`config.mk`:
```
export PLATFORM = sky130hd
export DESIGN_NAME = md5_fghi
export DESIGN_NICKNAME = d
export VERILOG_FILES = /design/src/rtl/md5_fghi.sv
export SDC_FILE = /design/constraint.sdc
export NUM_CORES = 2
export LEC_CHECK = 0
export BUFFER_PORTS_ARGS = -buffer_cell sky130_fd_sc_hd__buf_2
export CAP_MARGIN = 30
export CORE_ASPECT_RATIO = 2
export CORE_MARGIN = 2
export CORE_UTILIZATION = 35
export CTS_CLUSTER_DIAMETER = 120
export DETAILED_ROUTE_END_ITERATION = 10
export PLACE_DENSITY = 0.53
export REMOVE_ABC_BUFFERS = 1
export SYNTH_ARGS = -nofsm -noshare
export SYNTH_HDL_FRONTEND = slang
export SYNTH_SLANG_ARGS = --single-unit
```
`constraint.sdc`:
```
create_clock -name clk -period 12.7 [get_ports clk]
set_input_delay 0.635 -clock clk [delete_from_list [all_inputs] [get_ports clk]]
set_output_delay 0.635 -clock clk [all_outputs]
set_load 0.05 [all_outputs]
```
`src/rtl/md5_fghi.sv`:
```
// Single-block MD5 compression core: latches a padded 512-bit block, runs the 64 steps
// at one per clock, then adds the initial vector and presents the digest with a valid flag.
module md5_fghi (
  input  logic        clk,
  input  logic        reset_n,
  input  logic        go,
  input  logic [31:0] M_0,
  input  logic [31:0] M_1,
  input  logic [31:0] M_2,
  input  logic [31:0] M_3,
  input  logic [31:0] M_4,
  input  logic [31:0] M_5,
  input  logic [31:0] M_6,
  input  logic [31:0] M_7,
  input  logic [31:0] M_8,
  input  logic [31:0] M_9,
  input  logic [31:0] M_10,
  input  logic [31:0] M_11,
  input  logic [31:0] M_12,
  input  logic [31:0] M_13,
  input  logic [31:0] M_14,
  input  logic [31:0] M_15,
  output logic        valid,
  output logic [31:0] Oword_0,
  output logic [31:0] Oword_1,
  output logic [31:0] Oword_2,
  output logic [31:0] Oword_3
);

  localparam logic [31:0] IvA = 32'h67452301;
  localparam logic [31:0] IvB = 32'hEFCDAB89;
  localparam logic [31:0] IvC = 32'h98BADCFE;
  localparam logic [31:0] IvD = 32'h10325476;

  typedef enum logic [1:0] {StIdle, StRun, StDone} state_e;

  state_e      state_q, state_d;
  // Bit 6 set marks the extra edge after step 63 that writes the digest.
  logic [6:0]  cnt_q, cnt_d;
  logic [31:0] a_q, a_d, b_q, b_d, c_q, c_d, d_q, d_d;
  logic [31:0] m_q [16];
  logic [31:0] m_d [16];
  logic [31:0] m_in [16];
  logic [31:0] oword_q [4];
  logic [31:0] oword_d [4];
  logic        valid_q, valid_d;

  logic [31:0] f;
  logic [3:0]  g;
  logic [31:0] sum;
  logic [31:0] new_b;

  assign m_in = '{M_0, M_1, M_2, M_3, M_4, M_5, M_6, M_7,
                  M_8, M_9, M_10, M_11, M_12, M_13, M_14, M_15};

  function automatic logic [31:0] k_rom(input logic [5:0] idx);
    unique case (idx)
      6'd0:  k_rom = 32'hd76aa478;  6'd1:  k_rom = 32'he8c7b756;
      6'd2:  k_rom = 32'h242070db;  6'd3:  k_rom = 32'hc1bdceee;
      6'd4:  k_rom = 32'hf57c0faf;  6'd5:  k_rom = 32'h4787c62a;
      6'd6:  k_rom = 32'ha8304613;  6'd7:  k_rom = 32'hfd469501;
      6'd8:  k_rom = 32'h698098d8;  6'd9:  k_rom = 32'h8b44f7af;
      6'd10: k_rom = 32'hffff5bb1;  6'd11: k_rom = 32'h895cd7be;
      6'd12: k_rom = 32'h6b901122;  6'd13: k_rom = 32'hfd987193;
      6'd14: k_rom = 32'ha679438e;  6'd15: k_rom = 32'h49b40821;
      6'd16: k_rom = 32'hf61e2562;  6'd17: k_rom = 32'hc040b340;
      6'd18: k_rom = 32'h265e5a51;  6'd19: k_rom = 32'he9b6c7aa;
      6'd20: k_rom = 32'hd62f105d;  6'd21: k_rom = 32'h02441453;
      6'd22: k_rom = 32'hd8a1e681;  6'd23: k_rom = 32'he7d3fbc8;
      6'd24: k_rom = 32'h21e1cde6;  6'd25: k_rom = 32'hc33707d6;
      6'd26: k_rom = 32'hf4d50d87;  6'd27: k_rom = 32'h455a14ed;
      6'd28: k_rom = 32'ha9e3e905;  6'd29: k_rom = 32'hfcefa3f8;
      6'd30: k_rom = 32'h676f02d9;  6'd31: k_rom = 32'h8d2a4c8a;
      6'd32: k_rom = 32'hfffa3942;  6'd33: k_rom = 32'h8771f681;
      6'd34: k_rom = 32'h6d9d6122;  6'd35: k_rom = 32'hfde5380c;
      6'd36: k_rom = 32'ha4beea44;  6'd37: k_rom = 32'h4bdecfa9;
      6'd38: k_rom = 32'hf6bb4b60;  6'd39: k_rom = 32'hbebfbc70;
      6'd40: k_rom = 32'h289b7ec6;  6'd41: k_rom = 32'heaa127fa;
      6'd42: k_rom = 32'hd4ef3085;  6'd43: k_rom = 32'h04881d05;
      6'd44: k_rom = 32'hd9d4d039;  6'd45: k_rom = 32'he6db99e5;
      6'd46: k_rom = 32'h1fa27cf8;  6'd47: k_rom = 32'hc4ac5665;
      6'd48: k_rom = 32'hf4292244;  6'd49: k_rom = 32'h432aff97;
      6'd50: k_rom = 32'hab9423a7;  6'd51: k_rom = 32'hfc93a039;
      6'd52: k_rom = 32'h655b59c3;  6'd53: k_rom = 32'h8f0ccc92;
      6'd54: k_rom = 32'hffeff47d;  6'd55: k_rom = 32'h85845dd1;
      6'd56: k_rom = 32'h6fa87e4f;  6'd57: k_rom = 32'hfe2ce6e0;
      6'd58: k_rom = 32'ha3014314;  6'd59: k_rom = 32'h4e0811a1;
      6'd60: k_rom = 32'hf7537e82;  6'd61: k_rom = 32'hbd3af235;
      6'd62: k_rom = 32'h2ad7d2bb;  default: k_rom = 32'heb86d391;
    endcase
  endfunction

  function automatic logic [4:0] s_rom(input logic [1:0] rnd, input logic [1:0] col);
    unique case ({rnd, col})
      4'h0: s_rom = 5'd7;   4'h1: s_rom = 5'd12;  4'h2: s_rom = 5'd17;  4'h3: s_rom = 5'd22;
      4'h4: s_rom = 5'd5;   4'h5: s_rom = 5'd9;   4'h6: s_rom = 5'd14;  4'h7: s_rom = 5'd20;
      4'h8: s_rom = 5'd4;   4'h9: s_rom = 5'd11;  4'hA: s_rom = 5'd16;  4'hB: s_rom = 5'd23;
      4'hC: s_rom = 5'd6;   4'hD: s_rom = 5'd10;  4'hE: s_rom = 5'd15;  default: s_rom = 5'd21;
    endcase
  endfunction

  function automatic logic [31:0] rotl(input logic [31:0] x, input logic [4:0] sh);
    logic [63:0] dbl;
    dbl  = {x, x} << sh;
    rotl = dbl[63:32];
  endfunction

  // Round function and message index; the mod-16 multiplies only need the low 4 bits of i.
  always_comb begin
    f = 32'h0;
    g = 4'h0;
    unique case (cnt_q[5:4])
      2'd0: begin
        f = (b_q & c_q) | (~b_q & d_q);
        g = cnt_q[3:0];
      end
      2'd1: begin
        f = (d_q & b_q) | (~d_q & c_q);
        g = 4'(cnt_q[3:0] * 4'd5 + 4'd1);
      end
      2'd2: begin
        f = b_q ^ c_q ^ d_q;
        g = 4'(cnt_q[3:0] * 4'd3 + 4'd5);
      end
      default: begin
        f = c_q ^ (b_q | ~d_q);
        g = 4'(cnt_q[3:0] * 4'd7);
      end
    endcase
    sum   = a_q + f + k_rom(cnt_q[5:0]) + m_q[g];
    new_b = b_q + rotl(sum, s_rom(cnt_q[5:4], cnt_q[1:0]));
  end

  always_comb begin
    state_d = state_q;
    cnt_d   = cnt_q;
    a_d     = a_q;
    b_d     = b_q;
    c_d     = c_q;
    d_d     = d_q;
    m_d     = m_q;
    valid_d = valid_q;
    oword_d = oword_q;
    unique case (state_q)
      StIdle: begin
        if (go) begin
          m_d     = m_in;
          a_d     = IvA;
          b_d     = IvB;
          c_d     = IvC;
          d_d     = IvD;
          cnt_d   = 7'd0;
          valid_d = 1'b0;
          state_d = StRun;
        end
      end
      StRun: begin
        if (cnt_q[6]) begin
          oword_d = '{a_q + IvA, b_q + IvB, c_q + IvC, d_q + IvD};
          valid_d = 1'b1;
          state_d = StDone;
        end else begin
          a_d   = d_q;
          d_d   = c_q;
          c_d   = b_q;
          b_d   = new_b;
          cnt_d = cnt_q + 7'd1;
        end
      end
      StDone: begin
        if (!go) state_d = StIdle;
      end
      default: state_d = StIdle;
    endcase
  end

  always_ff @(posedge clk) begin
    if (!reset_n) begin
      state_q <= StIdle;
      cnt_q   <= 7'd0;
      a_q     <= 32'h0;
      b_q     <= 32'h0;
      c_q     <= 32'h0;
      d_q     <= 32'h0;
      m_q     <= '{default: 32'h0};
      valid_q <= 1'b0;
      oword_q <= '{default: 32'h0};
    end else begin
      state_q <= state_d;
      cnt_q   <= cnt_d;
      a_q     <= a_d;
      b_q     <= b_d;
      c_q     <= c_d;
      d_q     <= d_d;
      m_q     <= m_d;
      valid_q <= valid_d;
      oword_q <= oword_d;
    end
  end

  assign valid   = valid_q;
  assign Oword_0 = oword_q[0];
  assign Oword_1 = oword_q[1];
  assign Oword_2 = oword_q[2];
  assign Oword_3 = oword_q[3];

endmodule

```
==> results.md <==
- Critical path arrival: roughly 12 ns
- CTS sink count: approximately 800
- Largest net degree at the start of global routing: 234
- Min Hold Slack: approximately 0.15 ns
- Deepest clock path buffer count: 3
- Port buffer count: between 600 and 700
- Post-synth EDFFs: 0
- Num rows: 188
- First-pass GRT wire length: about 290000 um
- Total CTS buffers: a little over 80
- Core ar.: 131000 um2
- Crit-path max FO: 23
- Hold_sp: M_3[14]
- Syn. warnings: 0
- Initial Util: a little over a third
- Tmin final: around 12 ns
- DIE WIDTH: 261 um
- Final Setup Violations: 0
- Final ANT Viol Nets: 0
- Clk slew on worst S/H paths: approximately 0.070 ns
- Crit Path Class: register to register
- Post-Synth Simple-Gate Area: a little under a fifth
- Fin util: 41.0%
- Area contributors post-synth: dfxtp_1 (35%), nand2_1 (13%), a21oi_1 (9.5%)
- CP max stage delay: slightly below 0.6 ns
- Setup Total Neg Slack: 0 ns
- Crit end category: register
- Root Driver: clkbuf_16
- IO Pins: between 600 and 700
- Hold Path Class: input pin to register
- R2R depth: 45
- Maximum VDD drop: around 130 uV
- WHS Endpoint: m_q[398]
- DR iter-0 viols: a little under 3000
- Slew HR: 17.6%
- HPWL Detailed: approximately 150000 um
- Die ar.: between 100000 and 150000 um2
- Worst Tran Pin Value: about 1.2 ns
- Die Height: between 500 and 600 um
- Slowest cell on crit path: or2_2
- Adder-cell share of the synthesized area: under 10%
- RSZ-0062 raised after global routing: no
- Main synth FF type: dfxtp_1
- Post-CTS Setup Repair Bufs: 0
- R2r setup slk: 1.19 ns
- Max frequency: slightly below 90 MHz
- Dpl cells: slightly below 8000
- H-tree lvl count: 3
- Period utilization: a little over 90%
- Worst Setup Slack, final: between 1 and 1.5 ns
- Wire length per cell: approximately 24 um
- Place WS: between 1 and 1.5 ns
- Flop and latch count out of synthesis: ~820
- Drt drc: 0
- Distinct cells, synth: roughly 80
- Max-cap viol count: 0
- Via count: about 45000
- Area Growth Syn to Fin: 16.3%
- Hold Buf Count CTS: 0
- Syn avg cell area: approximately 7.7 um2
- Nets: around 7000
- TritonRoute pass-1 iters: 6
- GR Overflow Total: 0
- Worst EP required: 13.27 ns
- Startpoint types: register
- Routed vias/inst: ~5.5
- Final Non-Filler Cells: between 8000 and 9000
- Share of cells above drive strength 1: about 18%
- Final hold vios: 0
- Pleak: approximately 22 nW
- Total GRT Usage: between 20% and 30%
- RR Endpoint: b_q[31]
- Gpl congestion: 1.00
- Top-area cell type share of the netlist area: between 30% and 40%
- Worst-Skew Late Latency: 0.71 ns
- WL final: between 150000 and 200000 um
- Mux contribution to synthesized area: under 10%
- Fill cell count: about 14000
- Sequential element share of the synthesized area: between 30% and 40%
- Mapped Cells: 5996
- Post-synthesis xor/xnor area fraction: about 3.9%
- Via count of the first global-routing pass: around 44000
- Hold Path Depth: 3
- Worst reg2reg path startpoint: cnt_q[0]
- Main combinational cell family by area after synthesis: compound AO/OA/AOI/OAI gates
- Synthesized area: 46200 um2
- CTS resizes: 0
- Synth Area in Compound Gates: roughly 22%
- Status: finished clean
- Layout Skew: about 0.039 ns
- Synth area leader: dfxtp_1
- Initial antenna violation count: 86
- CTS tree: done
- Max Slew Vio Count: 0
- Pwr Density: between 150 and 200 nW/um2
- Post-synth ARST share: 0%
cell usage after synthesis, drive strengths merged, types with 14 or more instances:
library cell,instances
a22o,26
a311oi,16
nor2,337
xor2,69
o21bai,14
a21oi,877
clkbuf,461
a21o,38
inv,205
xnor2,126
nand2,1560
nor3,61
fa,65
dfxtp,815
a31oi,55
o21ai,244
or3,14
o221ai,18
nand3,60
ha,94
o22ai,74
a22oi,49
mux2i,66
mux2,23
nand2b,16
o21a,20
buf,74
a211oi,102
o211ai,30
and3,43
and2,14
mux4,142
state kept, by name, summed over array words and instances, names as in the netlist, named ones only:
| name | count |
|---|---|
| Oword_0 | 32 |
| Oword_1 | 32 |
| Oword_2 | 32 |
| Oword_3 | 32 |
| a_q | 32 |
| b_q | 32 |
| c_q | 32 |
| cnt_q | 7 |
| d_q | 32 |
| m_q | 512 |
| state_q | 2 |
| valid | 1 |
placed cells by master, fill, tap and decap left out, types with 69 or more instances in the layout:
cell type / n
o22ai_1: 74
mux4_2: 142
dfxtp_1: 812
buf_4: 128
buf_2: 645
a21oi_1: 877
nor2_1: 334
a211oi_1: 102
xor2_1: 69
ha_1: 94
o21ai_0: 227
clkbuf_16: 82
nand2_1: 1555
xnor2_1: 126
inv_1: 198
final cells by class:
type                            count  area, um2  share of cell area, %
Antenna cell                       36       90.1                  0.168
Clock buffer                      116       2320                   4.32
Clock inverter                     34        455                  0.849
Inverter                          208        788                   1.47
Multi-Input combinational cell   4438      27100                   50.6
Sequential cell                   815      16300                   30.4
Tap cell                         1710       2140                   3.99
Timing Repair Buffer              785       4410                   8.22
worst max-delay path by stage:
| stage | from | end | cells after the start |
|---|---|---|---|
| final | cnt_q[0] | b_q[31] | 45 |
| after floorplan | state_q[1] | register | 12 |
| after CTS | cnt_q[0] | b_q[31] | 45 |
| after global placement | cnt_q[0] | b_q[31] | 45 |
| after detailed placement | cnt_q[0] | b_q[31] | 44 |
| after global routing | cnt_q[0] | b_q[31] | 44 |
critical path, delay by kind of cell (launching register included):
family	cells	cell delay (ns)
AO/OA/AOI/OAI	13	3.31
XOR/XNOR	2	0.28
adder cells (fa/ha/maj)	7	2.47
buffers and inverters	10	1.24
flip-flops	1	0.57
multiplexers	4	1.26
AND/OR/NAND/NOR	9	2.26
per-stage QoR:
stage                     area, um2  power [mW]
after floorplan               44100        5.31
after global routing          53600        9.38
final                         53700        8.89
after detailed placement      50800        6.36
after CTS                     53500        8.93
after global placement        50700        6.33
kinds of logic after synthesis:
group | Yosys count
muxes | 231
DFF | 815
buffers and inverters | 743
and+or+nand+nor | 2166
xor gates and xnor gates | 198
AOI/OAI and AO/OA | 1684
adders and majority gates | 159
power by group:
group          switching [mW]  leakage (nW)  internal, mW
clock                    1.15          1.35          1.40
sequential              0.261          6.68          2.73
combinational            1.99          13.5          1.36
total                    3.40          21.6          5.49
layer usage:
layer  track usage (%)  up-vias  share of wire [%]
li1                  -    21347                  -
met1              28.7    21069                 35
met2              51.3     1501                 52
met3              6.97      534                6.5
met4              16.6       96                6.8
met5                 0        -               0.31
Power figures use the tool's default switching activity.
